## src/rtl/imem_uart_loader.sv

```systemverilog
// UART boot loader: receives a 16-bit little-endian word count followed by
// that many little-endian 32-bit words and writes them into IMEM from address 0.
module imem_uart_loader #(
    parameter int CLKS_PER_BIT = 20000,
    parameter int ADDR_W       = 11
) (
    input  logic              clk,
    input  logic              rst,
    input  logic              rx,
    output logic              imem_we,
    output logic [ADDR_W-1:0] imem_addr,
    output logic [31:0]       imem_wdata,
    output logic              cpu_hold,
    output logic              load_done,
    output logic              frame_err,
    output logic              load_err
);

    localparam int              CNT_W   = $clog2(CLKS_PER_BIT);
    localparam logic [CNT_W-1:0] HALF_M1 = CNT_W'(CLKS_PER_BIT / 2 - 1);
    localparam logic [CNT_W-1:0] FULL_M1 = CNT_W'(CLKS_PER_BIT - 1);
    localparam logic [16:0]      MAX_N   = 17'(1) << ADDR_W;

    localparam logic [1:0] R_IDLE  = 2'd0;
    localparam logic [1:0] R_START = 2'd1;
    localparam logic [1:0] R_DATA  = 2'd2;
    localparam logic [1:0] R_STOP  = 2'd3;

    localparam logic [2:0] L_HDR_LO = 3'd0;
    localparam logic [2:0] L_HDR_HI = 3'd1;
    localparam logic [2:0] L_DATA   = 3'd2;
    localparam logic [2:0] L_DONE   = 3'd3;
    localparam logic [2:0] L_ERR    = 3'd4;

    // Synchronizer resets low so the idle level must actually be observed
    // before arming; this hides any byte already in flight when reset lifts.
    logic rx_meta_q, rx_sync_q, armed_q;

    logic [1:0]       rstate_q, rstate_d;
    logic [CNT_W-1:0] cnt_q, cnt_d;
    logic [2:0]       bit_q, bit_d;
    logic [7:0]       shift_q, shift_d;
    logic             byte_valid_q, byte_valid_d;
    logic             frame_err_q, frame_err_d;

    logic [2:0]        lstate_q, lstate_d;
    logic [15:0]       count_q, count_d;
    logic [ADDR_W:0]   word_q, word_d;
    logic [1:0]        bidx_q, bidx_d;
    logic [31:0]       wdata_q, wdata_d;
    logic              we_q, we_d;
    logic [15:0]       hdr_n;
    logic [15:0]       next_word;

    always_ff @(posedge clk or negedge rst) begin
        if (!rst) begin
            rx_meta_q <= 1'b0;
            rx_sync_q <= 1'b0;
            armed_q   <= 1'b0;
        end else begin
            rx_meta_q <= rx;
            rx_sync_q <= rx_meta_q;
            armed_q   <= armed_q | rx_sync_q;
        end
    end

    always_comb begin
        rstate_d     = rstate_q;
        cnt_d        = cnt_q;
        bit_d        = bit_q;
        shift_d      = shift_q;
        byte_valid_d = 1'b0;
        frame_err_d  = frame_err_q;
        case (rstate_q)
            R_IDLE: begin
                if (armed_q && !rx_sync_q) begin
                    rstate_d = R_START;
                    cnt_d    = '0;
                end
            end
            R_START: begin
                if (cnt_q == HALF_M1) begin
                    cnt_d    = '0;
                    bit_d    = '0;
                    rstate_d = rx_sync_q ? R_IDLE : R_DATA;
                end else begin
                    cnt_d = cnt_q + 1'b1;
                end
            end
            R_DATA: begin
                if (cnt_q == FULL_M1) begin
                    cnt_d   = '0;
                    shift_d = {rx_sync_q, shift_q[7:1]};
                    if (bit_q == 3'd7) rstate_d = R_STOP;
                    else               bit_d    = bit_q + 1'b1;
                end else begin
                    cnt_d = cnt_q + 1'b1;
                end
            end
            R_STOP: begin
                if (cnt_q == FULL_M1) begin
                    cnt_d    = '0;
                    rstate_d = R_IDLE;
                    if (rx_sync_q) byte_valid_d = 1'b1;
                    else           frame_err_d  = 1'b1;
                end else begin
                    cnt_d = cnt_q + 1'b1;
                end
            end
            default: rstate_d = R_IDLE;
        endcase
    end

    always_ff @(posedge clk or negedge rst) begin
        if (!rst) begin
            rstate_q     <= R_IDLE;
            cnt_q        <= '0;
            bit_q        <= '0;
            shift_q      <= '0;
            byte_valid_q <= 1'b0;
            frame_err_q  <= 1'b0;
        end else begin
            rstate_q     <= rstate_d;
            cnt_q        <= cnt_d;
            bit_q        <= bit_d;
            shift_q      <= shift_d;
            byte_valid_q <= byte_valid_d;
            frame_err_q  <= frame_err_d;
        end
    end

    // shift_q holds the received byte while byte_valid_q is high
    assign hdr_n     = {shift_q, count_q[7:0]};
    assign next_word = 16'(word_q) + 16'd1;

    always_comb begin
        lstate_d = lstate_q;
        count_d  = count_q;
        word_d   = word_q;
        bidx_d   = bidx_q;
        wdata_d  = wdata_q;
        we_d     = 1'b0;
        case (lstate_q)
            L_HDR_LO: begin
                if (byte_valid_q) begin
                    count_d[7:0] = shift_q;
                    lstate_d     = L_HDR_HI;
                end
            end
            L_HDR_HI: begin
                if (byte_valid_q) begin
                    count_d[15:8] = shift_q;
                    word_d        = '0;
                    bidx_d        = '0;
                    if (hdr_n == 16'd0)                lstate_d = L_DONE;
                    else if ({1'b0, hdr_n} > MAX_N)    lstate_d = L_ERR;
                    else                               lstate_d = L_DATA;
                end
            end
            L_DATA: begin
                if (we_q) begin
                    word_d = word_q + {{ADDR_W{1'b0}}, 1'b1};
                    if (next_word == count_q) lstate_d = L_DONE;
                end
                if (byte_valid_q) begin
                    wdata_d[{bidx_q, 3'b000} +: 8] = shift_q;
                    bidx_d = bidx_q + 1'b1;
                    if (bidx_q == 2'd3) we_d = 1'b1;
                end
            end
            L_DONE:  lstate_d = L_DONE;
            L_ERR:   lstate_d = L_ERR;
            default: lstate_d = L_HDR_LO;
        endcase
    end

    always_ff @(posedge clk or negedge rst) begin
        if (!rst) begin
            lstate_q <= L_HDR_LO;
            count_q  <= '0;
            word_q   <= '0;
            bidx_q   <= '0;
            wdata_q  <= '0;
            we_q     <= 1'b0;
        end else begin
            lstate_q <= lstate_d;
            count_q  <= count_d;
            word_q   <= word_d;
            bidx_q   <= bidx_d;
            wdata_q  <= wdata_d;
            we_q     <= we_d;
        end
    end

    assign imem_we    = we_q;
    assign imem_addr  = word_q[ADDR_W-1:0];
    assign imem_wdata = wdata_q;
    assign cpu_hold   = (lstate_q != L_DONE);
    assign load_done  = (lstate_q == L_DONE);
    assign load_err   = (lstate_q == L_ERR);
    assign frame_err  = frame_err_q;

endmodule

```

## config.mk

```make
export PLATFORM = sky130hd
export DESIGN_NAME = imem_uart_loader
export DESIGN_NICKNAME = d
export VERILOG_FILES = /design/src/rtl/imem_uart_loader.sv
export SDC_FILE = /design/constraint.sdc
export NUM_CORES = 1
export LEC_CHECK = 0
export CAP_MARGIN = 20
export CORE_MARGIN = 2
export CORE_UTILIZATION = 51
export CTS_CLUSTER_SIZE = 40
export DETAILED_ROUTE_END_ITERATION = 6
export HOLD_SLACK_MARGIN = 0.1
export PLACE_DENSITY = 0.75
export SLEW_MARGIN = 0
export SYNTH_ARGS = -nofsm -noshare
export SYNTH_HDL_FRONTEND = slang
export SYNTH_SLANG_ARGS = --single-unit
```

## constraint.sdc

```tcl
create_clock -name clk -period 2 [get_ports clk]
set_input_delay 0.4 -clock clk [delete_from_list [all_inputs] [get_ports clk]]
set_output_delay 0.4 -clock clk [all_outputs]
set_load 0.02 [all_outputs]
```

==> impl_metrics.env, run 1 <==
export IMPL_cp_cell_sequence="ha_2 -> nand4_1 -> buf_4 -> or4_1 -> a32oi_1 -> o21ai_1 -> nand4_1 -> a211oi_2"
export IMPL_synth_area_sq_um=5001
export IMPL_synthAdderAreaFrac=0.02252
export IMPL_drive_gt1_frac=0.1619
export IMPL_grt_max_degree=33
export IMPL_htree_num_levels=3
export IMPL_synth_nets=537
export IMPL_drc=0
export IMPL_dieHeight_microns=103.0
export IMPL_fin_nets=607
export IMPL_rows=36
export IMPL_worstSetupEndpointType="flip-flop"
export IMPL_outcome="complete, no violations"
export IMPL_avgSynthCellArea_sq_um=9.526
export IMPL_slew_limit_headroom=0.5869
export IMPL_dr_pass1_iters=4
export IMPL_holdWs_ns=0.3634
export IMPL_path_max_fanout=4
export IMPL_fin_ws_ns=0.005481
export IMPL_fmax_ghz=0.5014
export IMPL_synth_top_flop_cell="dfrtp_1"
export IMPL_root_buffer="clkbuf_8"
export IMPL_start_kind="flip-flop"
export IMPL_cts_buffers=9
export IMPL_critPathKind="flip-flop to flip-flop"
export IMPL_n_antenna_cell=0
export IMPL_drv_slew=0
export IMPL_p_per_area_nw_per_um2=665.5
export IMPL_post_route_cell_area_sq_um=6025
export IMPL_cts_tree="built"
export IMPL_clockBufferDepth=2
export IMPL_crit_path_frequent_cell="nand4_1"
export IMPL_grt_pass1_wl_mm=19.26
export IMPL_placement_cell_area_sq_um=5774
export IMPL_setup_viol=0
export IMPL_ys_types=61
export IMPL_synth_simple_area_share=0.2152
export IMPL_ys_seq_elements=99
export IMPL_nFillCells=830
export IMPL_post_route_period_util=0.9973
export IMPL_clkLatencyLatePin_ns=0.37
export IMPL_worstPathRequired_ns=2.26
export IMPL_crit_slowest_cell="or4_1"
export IMPL_place_ws_ns=0.02711
export IMPL_antenna_found_initial=0
export IMPL_worstPathArrival_ns=2.25
export IMPL_grt_use_total=0.2350
export IMPL_via_per_inst=5.624
export IMPL_maxCapViolations=0
export IMPL_clk_pin_slew_ns=0.09
export IMPL_tightest_slew_ns=0.6160
export IMPL_detail_route_antenna_nets=0
export IMPL_synth_xor_area_frac=0.01926
export IMPL_grt_remaining_overflow=0
export IMPL_grt_pass1_vias=4043
export IMPL_dp_hpwl_mm=8.210
export IMPL_finalWeightedCongestion=0.8350
export IMPL_io_pins=51
export IMPL_cts_sinks=99
export IMPL_wl_per_cell_microns=15.70
export IMPL_area_growth_syn_to_layout_pct=20.47
export IMPL_dieArea_sq_um=10610
export IMPL_synth_mux_area_frac=0.04653
export IMPL_synth_cells=525
export IMPL_start_util=0.5188
export IMPL_hold_violations=0
export IMPL_synth_edf_count=0
export IMPL_rsz0062_at_grt="yes"
export IMPL_p_leak_nw=2.785
export IMPL_drt_total_wl_mm=11.50
export IMPL_finalCriticalPeriod_ns=1.995
export IMPL_vias=4117
export IMPL_cp_slowest_stage_delay_ns=0.46
export IMPL_die_w_microns=103.0
export IMPL_ys_seq_area_frac=0.4954
export IMPL_io_buffer_count=50
export IMPL_async_flop_share=1.000
export IMPL_hp_class="flip-flop to flip-flop"
export IMPL_core_sq_um=9639
export IMPL_yosysWarnings=0
export IMPL_drt_iter0_markers=139
export IMPL_synth_compound_area_frac=0.1476
export IMPL_clock_skew_ns=0.01273
export IMPL_max_vdd_ir_drop_mv=0.5595
export IMPL_synth_top_family_by_area="simple AND/OR/NAND/NOR gates"
[repair_timing]
item,CTS,global route
setup endpoints to repair,3,57
setup buffers,0,2
pin swaps,0,3
resized for setup,3,10
hold endpoints to repair,27,0
hold buffers,1,0
[worst paths after layout]
path	startpoint	endpoint	slack, ns	cells past startpoint
worst min-delay path	rx_meta_q	rx_sync_q	0.36	0
worst min register to register	rx_meta_q	rx_sync_q	0.36	0
worst max-delay path	word_q[0]	lstate_q[0]	0.005	8
min in group asynchronous	rst	word_q[7]	0.50	2
worst max register to register	word_q[0]	lstate_q[0]	0.005	8
max in group asynchronous	rst	bit_q[0]	0.89	3
[critical path, delay by kind of cell, from the launching register on]
family / cells / cell delay [ns]
AOI/OAI and AO/OA: 3 / 0.38
and+or+nand+nor: 3 / 0.76
buffers and inverters: 1 / 0.21
adders and majority gates: 1 / 0.18
DFF: 1 / 0.37
[metal layers]
metal	vias to the layer above	GRT usage	part of all wire
met5	-	0	0
met4	0	0.1113	0.020
met3	21	0.02847	0.031
met2	81	0.4036	0.51
met1	2049	0.2961	0.44
li1	1966	-	-
[logic make-up (layout without fill, tap and decap cells)]
family,after synthesis,after routing
and+or+nand+nor,220,220
muxes,19,19
buffers and inverters,48,122
adders and majority gates,9,9
AOI/OAI and AO/OA,119,119
DFF,99,99
xor gates and xnor gates,11,11
[layout by cell type, fill, tap and decap left out, drive strengths merged, types with 8 or more instances in the layout]
cell type,count
dfrtp,99
nor2,20
mux2,16
clkbuf,11
nand2b,8
inv,12
ha,9
clkdlybuf4s50,46
a21oi,19
o31ai,8
nand2,111
o21ai,57
nor2b,8
buf,46
and3,11
nor3,9
nand3,19
[report_power, final]
group	switching [mW]	leakage [nW]	internal [mW]	total (mW)
combinational	0.329	1.33	0.255	0.584
clock	0.678	0.0898	0.576	1.25
sequential	0.0973	1.36	2.07	2.17
[state kept, by name, indices dropped and copies added (netlist names), 2 cells and up, named ones only]
| register | cells |
|---|---|
| bidx_q | 2 |
| bit_q | 3 |
| cnt_q | 15 |
| count_q | 16 |
| imem_wdata | 32 |
| lstate_q | 3 |
| shift_q | 8 |
| word_q | 12 |
[metrics by stage]
step	setup TNS, ns	power (mW)	cells	utilization
final	0	4.009	732	0.6250
after global routing	-2.397	4.201	732	0.6250
after CTS	0	3.989	730	0.6186
after detailed placement	0	2.744	714	0.5990
after global placement	0	2.720	714	0.5990
after floorplan	0	2.545	525	-
[Yosys cell counts (2+ instances only)]
| cell | n | area [sq um] |
|---|---|---|
| nor3_4 | 2 | 32.53 |
| mux2_2 | 10 | 112.6 |
| nand3_1 | 19 | 95.09 |
| o31ai_1 | 8 | 60.06 |
| mux2_4 | 6 | 90.09 |
| nor2_1 | 20 | 75.07 |
| a22o_2 | 2 | 20.02 |
| mux2i_1 | 3 | 30.03 |
| buf_2 | 10 | 50.05 |
| nand2_1 | 111 | 416.7 |
| or2_2 | 2 | 12.51 |
| o21ai_1 | 2 | 10.01 |
| or4_1 | 2 | 15.01 |
| o41ai_1 | 2 | 17.52 |
| dfrtp_1 | 99 | 2477 |
| nor3_1 | 7 | 35.03 |
| and3_1 | 10 | 62.56 |
| nand4_1 | 5 | 31.28 |
| clkbuf_1 | 7 | 26.28 |
| a22o_1 | 3 | 26.28 |
| buf_6 | 3 | 33.78 |
| o211a_1 | 3 | 30.03 |
| nand2b_1 | 7 | 43.79 |
| nor2b_1 | 8 | 50.05 |
| clkbuf_2 | 3 | 15.01 |
| ha_1 | 9 | 112.6 |
| or3_1 | 3 | 18.77 |
| nor3b_1 | 5 | 37.54 |
| o21ai_0 | 54 | 270.3 |
| xnor2_1 | 7 | 61.31 |
| a31oi_1 | 7 | 43.79 |
| a21oi_1 | 18 | 90.09 |
| and2_1 | 5 | 31.28 |
| a31o_2 | 3 | 26.28 |
| a41oi_1 | 3 | 26.28 |
| buf_4 | 13 | 97.59 |
| nor4_1 | 6 | 37.54 |
| xor2_1 | 4 | 35.03 |
| inv_1 | 11 | 41.29 |
| a211oi_1 | 2 | 15.01 |
[final cells by class]
type                            instances  area [sq um]  area share
Clock buffer                           11         131.4     0.02181
Clock inverter                          4         51.30    0.008515
Inverter                               11         41.29    0.006854
Multi-Input combinational cell        378          2302      0.3821
Sequential cell                        99          2477      0.4112
Tap cell                              133         166.4     0.02762
Timing Repair Buffer                   96         854.6      0.1418
(Power assumes the default switching activity.)
==> inputs of run 2 (changes only) <==
CELL_PAD_IN_SITES_DETAIL_PLACEMENT = 1   (was default)
CELL_PAD_IN_SITES_GLOBAL_PLACEMENT = 2   (was default)
CORE_UTILIZATION = 32   (was 51)
PLACE_DENSITY = default   (was 0.75)
PLACE_DENSITY_LB_ADDON = 0.1   (was default)
==> impl_metrics.env, run 2 (synthesized netlist as in run 1, its figures left out) <==
export IMPL_grt_pass1_vias=4296
export IMPL_grt_use_total=0.1773
export IMPL_hold_violations=0
export IMPL_grt_max_degree=69
export IMPL_clk_pin_slew_ns=0.07
export IMPL_dpl_cell_count=804
export IMPL_area_growth_syn_to_layout_pct=26.42
export IMPL_cts_sinks=99
export IMPL_fmax_ghz=0.5067
export IMPL_dr_pass1_iters=4
export IMPL_largest_reg_flops=32
export IMPL_cts_tree="built"
export IMPL_slew_limit_headroom=0.6646
export IMPL_final_seq_area_sq_um=2477
export IMPL_fin_nets=619
export IMPL_post_route_period_util=0.9868
export IMPL_outcome="complete, no violations"
export IMPL_clkLatencyLatePin_ns=0.35
export IMPL_drc=0
export IMPL_cp_slowest_stage_delay_ns=0.41
export IMPL_p_per_area_nw_per_um2=693.8
export IMPL_cp_num_buf_inv=0
export IMPL_start_util=0.3278
export IMPL_multiInputGateArea_sq_um=2330
export IMPL_setup_viol=0
export IMPL_vias=4043
export IMPL_grt_pass1_wl_mm=22.73
export IMPL_core_sq_um=15260
export IMPL_htree_num_levels=3
export IMPL_die_w_microns=129.0
export IMPL_cp_startpoint="word_q[0]"
export IMPL_finalCriticalPeriod_ns=1.974
export IMPL_path_max_fanout=2
export IMPL_antenna_found_initial=0
export IMPL_holdWs_ns=0.3602
export IMPL_dieArea_sq_um=16640
export IMPL_p_leak_nw=2.892
export IMPL_clockBufferDepth=2
export IMPL_n_antenna_cell=0
export IMPL_maxCapViolations=0
export IMPL_rsz0062_at_grt="yes"
export IMPL_worst_path_stages=7
export IMPL_layout_commonest_cell="nand2_1"
export IMPL_path_delay_family="simple AND/OR/NAND/NOR gates"
export IMPL_io_buffer_count=50
export IMPL_worstPathArrival_ns=2.24
export IMPL_rows=45
export IMPL_drt_total_wl_mm=13.82
export IMPL_nFillCells=1710
export IMPL_root_buffer="clkbuf_16"
export IMPL_cts_buffers=9
export IMPL_clock_skew_ns=0.008415
export IMPL_critPathKind="flip-flop to flip-flop"
export IMPL_start_kind="flip-flop"
export IMPL_r2r_start="word_q[0]"
export IMPL_drt_iter0_markers=196
export IMPL_detail_route_antenna_nets=0
export IMPL_max_vdd_ir_drop_mv=0.3992
export IMPL_tightest_slew_ns=0.5032
export IMPL_cp_cell_sequence="ha_4 -> xor2_1 -> nor4_2 -> o211ai_1 -> nor4_1 -> nand4_1 -> a211oi_2"
export IMPL_final_cell_mix="110 x nand2_1, 99 x dfrtp_1, 56 x buf_4, 54 x o21ai_0, 45 x clkdlybuf4s50_1"
export IMPL_drive_gt1_frac=0.1836
export IMPL_final_cells=821
export IMPL_dieHeight_microns=129.0
export IMPL_worstSetupEndpointType="flip-flop"
export IMPL_hp_class="flip-flop to flip-flop"
export IMPL_wl_per_cell_microns=16.83
export IMPL_worstRegToRegCells=7
export IMPL_io_pins=51
export IMPL_fin_util=0.4144
export IMPL_min_delay_start="rx_meta_q"
export IMPL_finalWeightedCongestion=0.8039
export IMPL_dp_hpwl_mm=9.744
export IMPL_via_per_inst=4.924
export IMPL_grt_remaining_overflow=0
export IMPL_min_path_cells=0
export IMPL_crit_slowest_cell="dfrtp_1"
export IMPL_drv_slew=0
export IMPL_worstPathRequired_ns=2.27
==> run 2: changes by cell type in the layout (fill, tap and decap cells not counted), moves of 2 or more <==
cell | previous run | this run
ha_2 | 2 | 0
clkbuf_16 | 0 | 9
clkbuf_8 | 9 | 0
buf_4 | 45 | 56
==> run 2: timing repair <==
action,4_1_cts,5_1_grt
setup endpoints to repair,4,26
gates resized for setup,6,11
pin swaps,0,7
buffers inserted,0,2
hold buffers,1,0
endpoints found under the hold margin,6,0
==> run 2: worst paths after layout <==
path	to	slack, ns
max	lstate_q[0]	0.03
min	rx_sync_q	0.36
max reg2reg	lstate_q[0]	0.03
min reg2reg	rx_sync_q	0.36
max in group asynchronous	rx_meta_q	1.01
min in group asynchronous	imem_wdata[8]	0.41
==> run 2: final cells by class <==
class                   instances  share of cell area
clock buffers                  11             0.03681
clock inverters                 3            0.002771
flip-flops and latches         99              0.3918
multi-input cells             378              0.3685
inverters                      11            0.006531
well taps                     211             0.04176
repair buffers                108              0.1518
==> run 2: routing by layer <==
layer  GRT usage  part of all wire  routed length [microns]  vias up
li1            -                 -                        -     1986
met1      0.2254              0.46                     6423     2006
met2      0.3078              0.50                     6880       39
met3     0.03386             0.026                      353       12
met4     0.05307             0.012                      160        0
met5           0                 0                        0        -
==> run 2: power breakdown <==
part	internal, mW	switching, mW	total [mW]	leakage (nW)
Sequential	2.08	0.0851	2.16	1.36
Clock	0.827	0.762	1.59	0.121
Combinational	0.283	0.352	0.635	1.41
==> run 2: worst register-to-register path: cells and delay by family (launching register included) <==
kind | cells | cell delay [ns]
fa+ha+maj | 1 | 0.25
simple gates | 3 | 0.71
compound gates | 2 | 0.36
xor+xnor | 1 | 0.16
flops | 1 | 0.41
==> run 2: metrics by stage <==
step	cell area, sq um	setup slack [ns]	total power, mW	setup TNS (ns)
6_report	6322	0.02646	4.386	0
5_1_grt	6322	-0.1595	4.596	-0.1636
4_1_cts	6243	0.01929	4.424	0
3_5_place_dp	5974	0.04431	2.791	0
3_3_place_gp	5974	0.07064	2.781	0
2_1_floorplan	5001	0.05814	2.545	0
